===== config.mk =====
export PLATFORM = sky130hd
export DESIGN_NAME = jtag_tap_registers
export DESIGN_NICKNAME = d
export VERILOG_FILES = /design/src/rtl/jtag_tap_registers.sv
export SDC_FILE = /design/constraint.sdc
export NUM_CORES = 1
export LEC_CHECK = 0
export ABC_AREA = 1
export BUFFER_PORTS_ARGS = -buffer_cell sky130_fd_sc_hd__clkbuf_2
export CORE_AREA = 2 2 121 123
export CTS_CLUSTER_SIZE = 20
export DETAILED_ROUTE_END_ITERATION = 7
export DIE_AREA = 0 0 123 125
export GPL_ROUTABILITY_DRIVEN = 0
export PLACE_DENSITY = 0.49
export SETUP_SLACK_MARGIN = 0.05
export SLEW_MARGIN = 25
export SYNTH_ARGS = -nofsm -noshare
export SYNTH_HDL_FRONTEND = slang
export SYNTH_SLANG_ARGS = --single-unit

===== constraint.sdc =====
create_clock -name clock -period 2.1 [get_ports clock]
set_clock_uncertainty 0.15 [all_clocks]
set_input_delay 0.525 -clock clock [delete_from_list [all_inputs] [get_ports clock]]
set_output_delay 0.525 -clock clock [all_outputs]
set_load 0.005 [all_outputs]

===== src/rtl/jtag_tap_registers.sv =====
`default_nettype none
// ============================================================================
// Module  : jtag_tap_registers
// Purpose : JTAG IR, IDCODE, BYPASS and user DR chains driven by TAP state.
//           Optional macro JTAG_TAP_IR_STATUS_EN adds a CaptureIR status port.
// Revision: 1.0
// ============================================================================
module jtag_tap_registers #(
    parameter int                     IR_WIDTH      = 5,
    parameter int                     USER_DR_WIDTH = 32,
    parameter logic [31:0]            IDCODE_VALUE  = 32'h00000001,
    parameter logic [IR_WIDTH-1:0]    IDCODE_INST   = 5'h01,
    parameter logic [IR_WIDTH-1:0]    USER_INST     = 5'h11
) (
    input  logic                      clock,
    input  logic                      reset,
    input  logic [3:0]                io_currState,
    input  logic                      io_tdi,
`ifdef JTAG_TAP_IR_STATUS_EN
    input  logic [IR_WIDTH-3:0]       io_ir_capture_status,
`endif
    output logic                      io_tdo,
    output logic                      io_tdo_en,
    output logic [IR_WIDTH-1:0]       io_instruction,
    input  logic [USER_DR_WIDTH-1:0]  io_user_capture_data,
    output logic                      io_user_update_valid,
    output logic [USER_DR_WIDTH-1:0]  io_user_update_data
);

    localparam logic [3:0] c_test_logic_reset = 4'hF;
    localparam logic [3:0] c_capture_dr       = 4'h6;
    localparam logic [3:0] c_shift_dr         = 4'h2;
    localparam logic [3:0] c_update_dr        = 4'h5;
    localparam logic [3:0] c_capture_ir       = 4'hE;
    localparam logic [3:0] c_shift_ir         = 4'hA;
    localparam logic [3:0] c_update_ir        = 4'hD;

    logic [IR_WIDTH-1:0]      r_ir_chain;
    logic [IR_WIDTH-1:0]      r_instruction;
    logic [31:0]              r_idcode_chain;
    logic [USER_DR_WIDTH-1:0] r_user_chain;
    logic                     r_bypass;
    logic                     r_update_valid;
    logic [USER_DR_WIDTH-1:0] r_update_data;

    logic                     w_sel_idcode;
    logic                     w_sel_user;
    logic [IR_WIDTH-1:0]      w_ir_capture;
    logic [USER_DR_WIDTH-1:0] w_user_shifted;
    logic                     w_tdo;
    logic                     w_tdo_en;

    // DR selection follows the active instruction, never the IR shift chain
    assign w_sel_idcode = (r_instruction == IDCODE_INST);
    assign w_sel_user   = (r_instruction == USER_INST);

`ifdef JTAG_TAP_IR_STATUS_EN
    assign w_ir_capture = {io_ir_capture_status, 2'b01};
`else
    assign w_ir_capture = IR_WIDTH'(2'b01);
`endif

    generate
        if (USER_DR_WIDTH > 1) begin : g_user_wide
            assign w_user_shifted = {io_tdi, r_user_chain[USER_DR_WIDTH-1:1]};
        end else begin : g_user_one
            assign w_user_shifted = io_tdi;
        end
    endgenerate

    always_comb begin
        w_tdo    = 1'b0;
        w_tdo_en = 1'b0;
        case (io_currState)
            c_shift_ir: begin
                w_tdo_en = 1'b1;
                w_tdo    = r_ir_chain[0];
            end
            c_shift_dr: begin
                w_tdo_en = 1'b1;
                if (w_sel_idcode)
                    w_tdo = r_idcode_chain[0];
                else if (w_sel_user)
                    w_tdo = r_user_chain[0];
                else
                    w_tdo = r_bypass;
            end
            default: ;
        endcase
    end

    always_ff @(posedge clock) begin
        if (!reset) begin
            r_ir_chain     <= '0;
            r_instruction  <= IDCODE_INST;
            r_idcode_chain <= '0;
            r_user_chain   <= '0;
            r_bypass       <= 1'b0;
            r_update_valid <= 1'b0;
            r_update_data  <= '0;
        end else begin
            r_update_valid <= 1'b0;
            case (io_currState)
                c_test_logic_reset: r_instruction <= IDCODE_INST;
                c_capture_ir:       r_ir_chain    <= w_ir_capture;
                c_shift_ir:         r_ir_chain    <= {io_tdi, r_ir_chain[IR_WIDTH-1:1]};
                c_update_ir:        r_instruction <= r_ir_chain;
                c_capture_dr: begin
                    if (w_sel_idcode)
                        r_idcode_chain <= IDCODE_VALUE;
                    else if (w_sel_user)
                        r_user_chain <= io_user_capture_data;
                    else
                        r_bypass <= 1'b0;
                end
                c_shift_dr: begin
                    if (w_sel_idcode)
                        r_idcode_chain <= {io_tdi, r_idcode_chain[31:1]};
                    else if (w_sel_user)
                        r_user_chain <= w_user_shifted;
                    else
                        r_bypass <= io_tdi;
                end
                c_update_dr: begin
                    if (w_sel_user) begin
                        r_update_valid <= 1'b1;
                        r_update_data  <= r_user_chain;
                    end
                end
                default: ;
            endcase
        end
    end

    assign io_tdo               = w_tdo;
    assign io_tdo_en            = w_tdo_en;
    assign io_instruction       = r_instruction;
    assign io_user_update_valid = r_update_valid;
    assign io_user_update_data  = r_update_data;

endmodule
`default_nettype wire


==> results of run 1 <==
[flip-flops by register name, summed over array words and instances, names as in the netlist]
| name | count |
|---|---|
| io_instruction | 5 |
| io_user_update_data | 32 |
| io_user_update_valid | 1 |
| r_bypass | 1 |
| r_idcode_chain | 32 |
| r_ir_chain | 5 |
| r_user_chain | 32 |
[worst max-delay path, delay by kind of cell, from the launching register on]
| kind | cells | cell delay [ps] |
|---|---|---|
| buffers and inverters | 1 | 100 |
| DFF | 1 | 370 |
| and+or+nand+nor | 6 | 510 |
[stage by stage]
step / instances / instance area (um2)
floorplan: 763 / 4870
global placement: 998 / 5460
finish: 1019 / 5830
detailed placement: 998 / 5460
CTS: 1015 / 5780
global route: 1019 / 5830
[power breakdown]
part / switching, mW / total, mW / internal, mW
Sequential: 0.0146 / 2.09 / 2.08
Combinational: 0.181 / 0.296 / 0.115
Clock: 0.796 / 1.73 / 0.931
Total: 0.991 / 4.11 / 3.12
[worst paths after layout]
path,slack (ps),start,endpoint
setup reg to reg,500,io_instruction[0]$_SDFFE_PN1P_,r_idcode_chain[23]$_SDFFE_PN0P_
hold / removal,280,io_tdi,r_ir_chain[4]$_SDFFE_PN0P_
hold reg to reg,310,io_user_update_data[0]$_SDFFE_PN0P_,io_user_update_data[0]$_SDFFE_PN0P_
setup / recovery,90,io_instruction[2]$_SDFFE_PN0P_,io_tdo
[area by class of cell]
cell class | instances | share of cell area (%)
Inverter | 72 | 4.63
Clock inverter | 7 | 1.31
Multi-Input combinational cell | 544 | 38.3
Tap cell | 184 | 3.95
Clock buffer | 9 | 3.86
Timing Repair Buffer | 95 | 10.6
Sequential cell | 108 | 37.3
[timing repair]
item                                   4_1_cts  5_1_grt
buffers inserted                             1        4
gates resized for setup                      5       11
pin swaps                                    1        7
endpoints found under the hold margin        0        0
gates cloned                                 0        0
setup endpoints to repair                    1        1
[Yosys cell counts]
library cell,number
nand4_1,2
nand3_2,2
o211ai_1,1
inv_2,2
inv_1,70
a21oi_1,11
o21ai_0,19
nor2_8,1
nor2_4,4
nand4_2,1
dfxtp_1,108
buf_2,19
nand2_2,3
nor3_1,1
nand3_4,1
nor2_2,4
nand3_1,4
nand2_1,262
nor2_1,212
o21ai_1,16
buf_6,6
buf_1,6
buf_4,2
clkbuf_1,6
[per-layer routing]
metal / global-route usage, % / vias to the layer above / share of wire (%)
li1: - / 2389 / -
met1: 18.5 / 1917 / 49
met2: 23.5 / 54 / 45
met3: 2.51 / 12 / 3.4
met4: 6.08 / 0 / 1.8
met5: 0 / - / 0
[cell families after synthesis]
logic type | count (synthesis) | share of synthesized area [%]
AND/OR/NAND/NOR | 497 | 40.6
AO/OA/AOI/OAI | 47 | 4.88
buffers and inverters | 111 | 10.1
flip-flops | 108 | 44.4
==> results.json, run 1 <==
{
  "synth_top_cells_by_area": "dfxtp_1, nand2_1, nor2_1",
  "max-vdd-ir-drop_v": 0.000401,
  "ys.warnings.count": 0,
  "cp_slowest_cell": "dfxtp_4",
  "cts_buffers": 9,
  "slew_violations": 0,
  "initialDrtViolationCount": 254,
  "setup_viol": 0,
  "place.detailed.hpwl_um": 6880,
  "synth_area_um2": 4870,
  "rsz0062_at_grt": "yes",
  "die_width_um": 123,
  "hold_path_class": "input pin to flop",
  "start_util_pct": 34.3,
  "portBuffers": 78,
  "ys_ff_latch": 108,
  "grt_pass1_vias": 3987,
  "area_growth_pct": 19.8,
  "most-common-layout-cells": "nand2_1, nor2_1, dfxtp_1",
  "filler_cell_count": 1542,
  "yosys.cell_types.count": 24,
  "fin_tns_setup_ps": 0,
  "hold_depth": 3,
  "reg2regPathDepth": 9,
  "syn_inst": 763,
  "worstPathArrival_ps": 1340,
  "grt-ovfl-total": 0,
  "crit_required_ps": 1420,
  "drive_above_1_share_pct": 16.6,
  "fp.dieH_um": 125,
  "placeableCoreArea_um2": 14200,
  "power_mw": 4.11,
  "grt_pass1_wl_um": 17900,
  "tightestPinTransition_ps": 419,
  "drtAntennaViolNets": 0,
  "powerDensity_nw_per_um2": 705,
  "cts_root_buf": "clkbuf_16",
  "hold_ws_ps": 283,
  "final_common_cell": "nand2_1",
  "drc": 0,
  "clk_latency_ps": 360,
  "seq_area_um2": 2180,
  "path_clk_slew_ps": 80,
  "grt_start_max_net_pins": 73,
  "crit_chain": "nor2_4, nand2_1, nand2_1, nand3_2, nand2_1, nand2_1, clkbuf_2",
  "cpMostUsedCell": "nand2_1",
  "first_pass_iters": 4,
  "syn_avg_cell_area_um2": 6.38,
  "ctsHtreeMaxLevel": 3,
  "nets": 869,
  "viasPerCell": 4.29,
  "critPathMaxStageDelay_ps": 370,
  "start_kind": "flop",
  "layout_min_cycle_time_ps": 2010,
  "cts-hold-fix-buffers": 0,
  "multi_input_area_um2": 2240,
  "seq_area_frac_synth_pct": 44.4,
  "leakagePower_nw": 2.91,
  "timing.slew.headroom_pct": 72.0,
  "num_vias": 4372,
  "critPathMaxFanout": 5,
  "yosysTopAreaCell": "dfxtp_1",
  "hold_violations": 0,
  "final_util_pct": 41.1,
  "synth_top_area_share_pct": 44.4,
  "clockBufferDepth": 2,
  "drt-total-wl_um": 10700,
  "cp-end-kind": "output pin",
  "numClockSinks": 108,
  "status": "finished, final reports clean",
  "ios": 79,
  "fmax_ghz": 0.497,
  "rows": 44,
  "cap_viol_max_count": 0,
  "wl_per_cell_um": 10.5,
  "min_period_over_period_pct": 95.7,
  "antenna_found_initial": 0,
  "setup_slack_ps": 89.3,
  "cts_tree": "built",
  "synth.net_count": 802,
  "setup.worst_path.class": "flop to output pin",
  "grt_usage_pct": 14.4,
  "diodes": 0,
  "dp_slack_ps": -3.64,
  "die-area_um2": 15400
}
Note: power is estimated with default switching activity, not from simulation.
==> inputs of run 2 (changes only) <==
- REMOVE_ABC_BUFFERS: unset -> 1
==> run 2 against run 1 <==
  * Register-to-register slack about the same
  * Sequential cell count unchanged
  * Cell area decreased by 1.2%
  * Non-clock buffer count increased by 1
  * Hold slack got worse by 20 ps
  * Via count hardly changed
  * Die area unchanged
  * Wire length down 0.66%
  * Sequential share of layout area is 0.25 points higher
  * Global-route usage is 0.26 points higher
==> results.json, run 2 (synthesis results as in run 1) <==
{
  "met3_length_um": 339,
  "cts_root_buf": "clkbuf_16",
  "drtAntennaViolNets": 0,
  "cpMostUsedCell": "nand2_1",
  "ctsHtreeMaxLevel": 3,
  "setup_slack_ps": 96.8,
  "nets": 870,
  "min_period_over_period_pct": 95.4,
  "critPathMaxStageDelay_ps": 360,
  "wl_met1_um": 5260,
  "start_util_pct": 34.3,
  "drive_above_1_share_pct": 15.8,
  "final_common_cell": "nand2_1",
  "clk_latency_ps": 350,
  "critPathMaxFanout": 5,
  "drt-total-wl_um": 10600,
  "grt_pass1_vias": 4048,
  "crit_chain": "nor2_4, nand2_1, nand2_1, nand3_1, nand2_1, nand2_1, clkbuf_2",
  "num_vias": 4375,
  "filler_cell_count": 1596,
  "cts_tree": "built",
  "antenna_found_initial": 0,
  "grt_usage_pct": 14.6,
  "cp-end-kind": "output pin",
  "first_pass_iters": 4,
  "path_clk_slew_ps": 70,
  "ios": 79,
  "grt_pass1_wl_um": 18100,
  "grt_start_max_net_pins": 89,
  "cts_buffers": 9,
  "tightestPinTransition_ps": 498,
  "place.detailed.hpwl_um": 6870,
  "timing.slew.headroom_pct": 66.8,
  "fmax_ghz": 0.499,
  "numClockSinks": 108,
  "slew_violations": 0,
  "setup_viol": 0,
  "worstPathArrival_ps": 1330,
  "start_kind": "flop",
  "layout_min_cycle_time_ps": 2000,
  "dp_slack_ps": 108,
  "die-area_um2": 15400,
  "wl_per_cell_um": 10.4,
  "setup.worst_path.class": "flop to output pin",
  "cts-hold-fix-buffers": 0,
  "hold_path_class": "input pin to flop",
  "clockBufferDepth": 2,
  "drc": 0,
  "initialDrtViolationCount": 285,
  "place_inst": 1002,
  "area_growth_pct": 18.4,
  "leakagePower_nw": 2.89,
  "fin_tns_setup_ps": 0,
  "layout.cells.non_filler": 1019,
  "diodes": 0,
  "rows": 44,
  "most-common-layout-cells": "nand2_1, nor2_1, dfxtp_1",
  "powerDensity_nw_per_um2": 710,
  "viasPerCell": 4.29,
  "cp_slowest_cell": "dfxtp_1",
  "placeableCoreArea_um2": 14200,
  "portBuffers": 78,
  "fp.dieH_um": 125,
  "cap_viol_max_count": 0,
  "wl_met2_um": 4770,
  "grt-ovfl-total": 0,
  "status": "finished, final reports clean",
  "crit_required_ps": 1420,
  "hold_ws_ps": 264,
  "die_width_um": 123,
  "top_layer": "met4",
  "hold_violations": 0,
  "rsz0062_at_grt": "yes",
  "max-vdd-ir-drop_v": 0.000305,
  "final_cell_area_um2": 5760,
  "dpl-instance-area_um2": 5450
}
run 2: cell types whose count changed in the layout (fill, tap and decap cells not counted), sizes merged:
cell / change
clkbuf: +2
clkinvlp: -2
buf: +1
clkinv: -1
run 2: layout make-up:
| cell class | count | area, um2 | share of cell area (%) |
|---|---|---|---|
| timing repair buffer | 96 | 588 | 10.2 |
| inverter | 72 | 270 | 4.69 |
| sequential | 108 | 2160 | 37.6 |
| tap | 184 | 230 | 3.99 |
| clock buffer | 11 | 243 | 4.21 |
| clock inverter | 4 | 48.8 | 0.847 |
| multi-input combinational | 544 | 2220 | 38.5 |
run 2: worst paths after layout:
| kind | to | cells past startpoint | slack (ps) | from |
|---|---|---|---|---|
| max | io_tdo | 7 | 100 | io_instruction[1]$_SDFFE_PN0P_ |
| min | r_ir_chain[4]$_SDFFE_PN0P_ | 3 | 260 | io_tdi |
| max reg2reg | io_user_update_data[13]$_SDFFE_PN0P_ | 9 | 500 | io_instruction[0]$_SDFFE_PN1P_ |
| min reg2reg | io_user_update_data[0]$_SDFFE_PN0P_ | 2 | 300 | io_user_update_data[0]$_SDFFE_PN0P_ |
run 2: critical path: cells and delay by family, from the launching register on:
| kind | cells | cell delay, ps |
|---|---|---|
| buffers and inverters | 1 | 100 |
| flip-flops | 1 | 360 |
| AND/OR/NAND/NOR | 6 | 510 |
run 2: per-layer routing:
layer	global-route usage [%]	vias up
met4	6.82	0
met2	24.4	62
met5	0	-
li1	-	2388
met1	18.5	1912
met3	2.05	13
run 2: what timing repair did:
item | in CTS | in global routing
endpoints found under the hold margin | 0 | 0
endpoints found under the setup margin | 1 | 1
buffers inserted | 0 | 2
pin swaps | 0 | 1
resized for setup | 3 | 2
run 2: report_power, final:
part	switching, mW	internal [mW]
sequential	0.0147	2.08
combinational	0.178	0.115
clock	0.754	0.952
total	0.946	3.15
run 2: per-stage QoR:
step / utilization [%] / power, mW
2_1_floorplan: - / 2.30
3_3_place_gp: 38.4 / 2.43
3_5_place_dp: 38.4 / 2.44
4_1_cts: 40.5 / 4.17
5_1_grt: 40.6 / 4.28
6_report: 40.6 / 4.09
==> inputs of run 3 (changes only) <==
- BUFFER_PORTS_ARGS: -buffer_cell sky130_fd_sc_hd__clkbuf_2 -> unset
- DONT_BUFFER_PORTS: unset -> 1
- PLACE_DENSITY: 0.49 -> 0.45
==> run 3 against run 2 <==
  * Count of clock-buffer cells in the layout decreased by 2
  * Clock power decreased by 6%
  * Via count decreased by 7.3%
  * Power decreased by 4.7%
  * Largest cell class unchanged
  * Global-route usage decreased by 0.86 points
  * Cell area decreased by 8.9%
  * Hold slack got worse by 110 ps
  * Critical path depth unchanged
  * Die area unchanged
  * Highest routed layer unchanged
  * Critical endpoint unchanged
  * First-iteration DRC count decreased by 28%
==> results.json, run 3 (synthesis results as in run 1) <==
{
  "grt_pass1_wl_um": 17000,
  "layout_min_cycle_time_ps": 1930,
  "clockPowerShare_pct": 41.3,
  "cp-endpoint": "io_tdo",
  "met3_length_um": 576,
  "grt_start_max_net_pins": 99,
  "rsz0062_at_grt": "no",
  "clockBufferDepth": 2,
  "grt-ovfl-total": 0,
  "path_clk_slew_ps": 70,
  "crit_chain": "inv_1, nor2_4, nand2_1, nand2_1, nand3_1, nand2_1, nand2_1",
  "fp.dieH_um": 125,
  "cp-end-kind": "output pin",
  "wl_met1_um": 5080,
  "clk_latency_ps": 350,
  "drtAntennaViolNets": 0,
  "critPathLaunch": "io_instruction[0]$_SDFFE_PN1P_",
  "nets": 780,
  "wl_per_cell_um": 11.2,
  "cp_slowest_cell": "dfxtp_2",
  "rows": 44,
  "start_kind": "flop",
  "crit_required_ps": 1420,
  "pwr-share-seq_pct": 53.7,
  "r2r_slack_ps": 500,
  "hold_violations": 0,
  "leakagePower_nw": 2.47,
  "p_sw_share_pct": 24.0,
  "portBuffers": 0,
  "setup_viol": 0,
  "area_growth_pct": 7.79,
  "setup_slack_ps": 166,
  "die-area_um2": 15400,
  "seq_area_um2": 2160,
  "ctsHtreeMaxLevel": 3,
  "timing.slew.headroom_pct": 69.7,
  "rr_endpoint": "io_user_update_data[16]$_SDFFE_PN0P_",
  "cts_buffers": 9,
  "dpl-instance-area_um2": 4960,
  "multi_input_area_um2": 2220,
  "comb_power_share_pct": 5.0,
  "final_cell_area_um2": 5250,
  "cts_root_buf": "clkbuf_16",
  "min_period_over_period_pct": 92.1,
  "setup.worst_path.class": "flop to output pin",
  "cp_top_family": "simple AND/OR/NAND/NOR gates",
  "ios": 79,
  "status": "finished, final reports clean",
  "drt-total-wl_um": 10400,
  "tightestPinTransition_ps": 454,
  "critPathMaxStageDelay_ps": 370,
  "die_width_um": 123,
  "slew_violations": 0,
  "cap_viol_max_count": 0,
  "filler_cell_count": 1552,
  "crit_cells": 7,
  "final_common_cell": "nand2_1",
  "dp_slack_ps": 124,
  "grt_usage_pct": 13.8,
  "drive_above_1_share_pct": 5.63,
  "cpMostUsedCell": "nand2_1",
  "viasPerCell": 4.36,
  "most-common-layout-cells": "nand2_1, nor2_1, dfxtp_1",
  "grt_pass1_vias": 3586,
  "hold_path_class": "input pin to flop",
  "critPathMaxFanout": 5,
  "power.internal_mw": 2.97,
  "p_sw_uw": 935,
  "fmax_ghz": 0.517,
  "reg2regPathDepth": 7,
  "top_layer": "met4",
  "first_pass_iters": 4,
  "drc": 0,
  "rr_startpoint": "io_instruction[1]$_SDFFE_PN0P_",
  "placeableCoreArea_um2": 14200,
  "antenna_found_initial": 0,
  "wl_met2_um": 4570,
  "cts-hold-fix-buffers": 0,
  "initialDrtViolationCount": 205,
  "worstPathArrival_ps": 1260,
  "num_vias": 4054,
  "start_util_pct": 34.3,
  "powerDensity_nw_per_um2": 743,
  "numClockSinks": 108,
  "path_buf_inv": 1,
  "max-vdd-ir-drop_v": 0.000405,
  "cts_tree": "built",
  "place.detailed.hpwl_um": 6260,
  "diodes": 0
}
run 3: changes by cell type in the layout (fill, tap and decap cells not counted), sizes merged:
cell / previous run / this run
inv: 73 / 74
clkbuf: 88 / 9
clkinv: 2 / 3
bufinv: 1 / 0
buf: 19 / 6
clkinvlp: 0 / 2
run 3: worst min path at each step:
stage                               startpoint                         endpoint  slack (ps)  depth (start not counted)
4_1_cts                                  reset   io_instruction[0]$_SDFFE_PN1P_         130                          1
6_report                                 reset   r_idcode_chain[9]$_SDFFE_PN0P_         160                          2
2_1_floorplan  r_idcode_chain[31]$_SDFFE_PN0P_  r_idcode_chain[31]$_SDFFE_PN0P_         290                          2
5_1_grt                                  reset   r_idcode_chain[9]$_SDFFE_PN0P_         150                          2
3_5_place_dp   r_idcode_chain[31]$_SDFFE_PN0P_  r_idcode_chain[31]$_SDFFE_PN0P_         310                          2
3_3_place_gp             r_bypass$_SDFFE_PN0P_            r_bypass$_SDFFE_PN0P_         310                          2
run 3: final cells by class:
cell class | instances | area share [%]
clock inverter | 7 | 0.978
timing repair buffer | 6 | 1.57
inverter | 72 | 5.15
clock buffer | 9 | 4.29
tap | 184 | 4.39
sequential | 108 | 41.2
multi-input combinational | 544 | 42.4
run 3: metrics by stage:
step	total power, mW	TNS (ps)	hold slack [ps]	utilization (%)	cells
after CTS	3.99	0	127	36.9	930
after global placement	2.34	0	313	34.9	914
final	3.90	0	156	36.9	930
after detailed placement	2.34	0	309	34.9	914
after floorplan	2.30	-36.2	291	-	724
after global routing	4.09	0	149	36.9	930
run 3: timing repair:
| action | 4_1_cts | 5_1_grt |
|---|---|---|
| buffers inserted | 0 | 0 |
| hold endpoints to repair | 0 | 0 |
| resized for setup | 0 | 4 |
| endpoints found under the setup margin | 0 | 1 |
run 3: layer usage:
layer / global-route usage, % / up-vias
met3: 3.74 / 13
met1: 17.4 / 1755
met2: 21.9 / 77
li1: - / 2209
met5: 0 / -
met4: 5.82 / 0
run 3: power by group through the flow:
stage	combinational (mW)	sequential, mW	clock [mW]
after floorplan	0.161	2.14	0
after global placement	0.196	2.14	0
after detailed placement	0.198	2.14	0
after CTS	0.199	2.09	1.69
after global routing	0.234	2.10	1.76
final	0.196	2.09	1.61
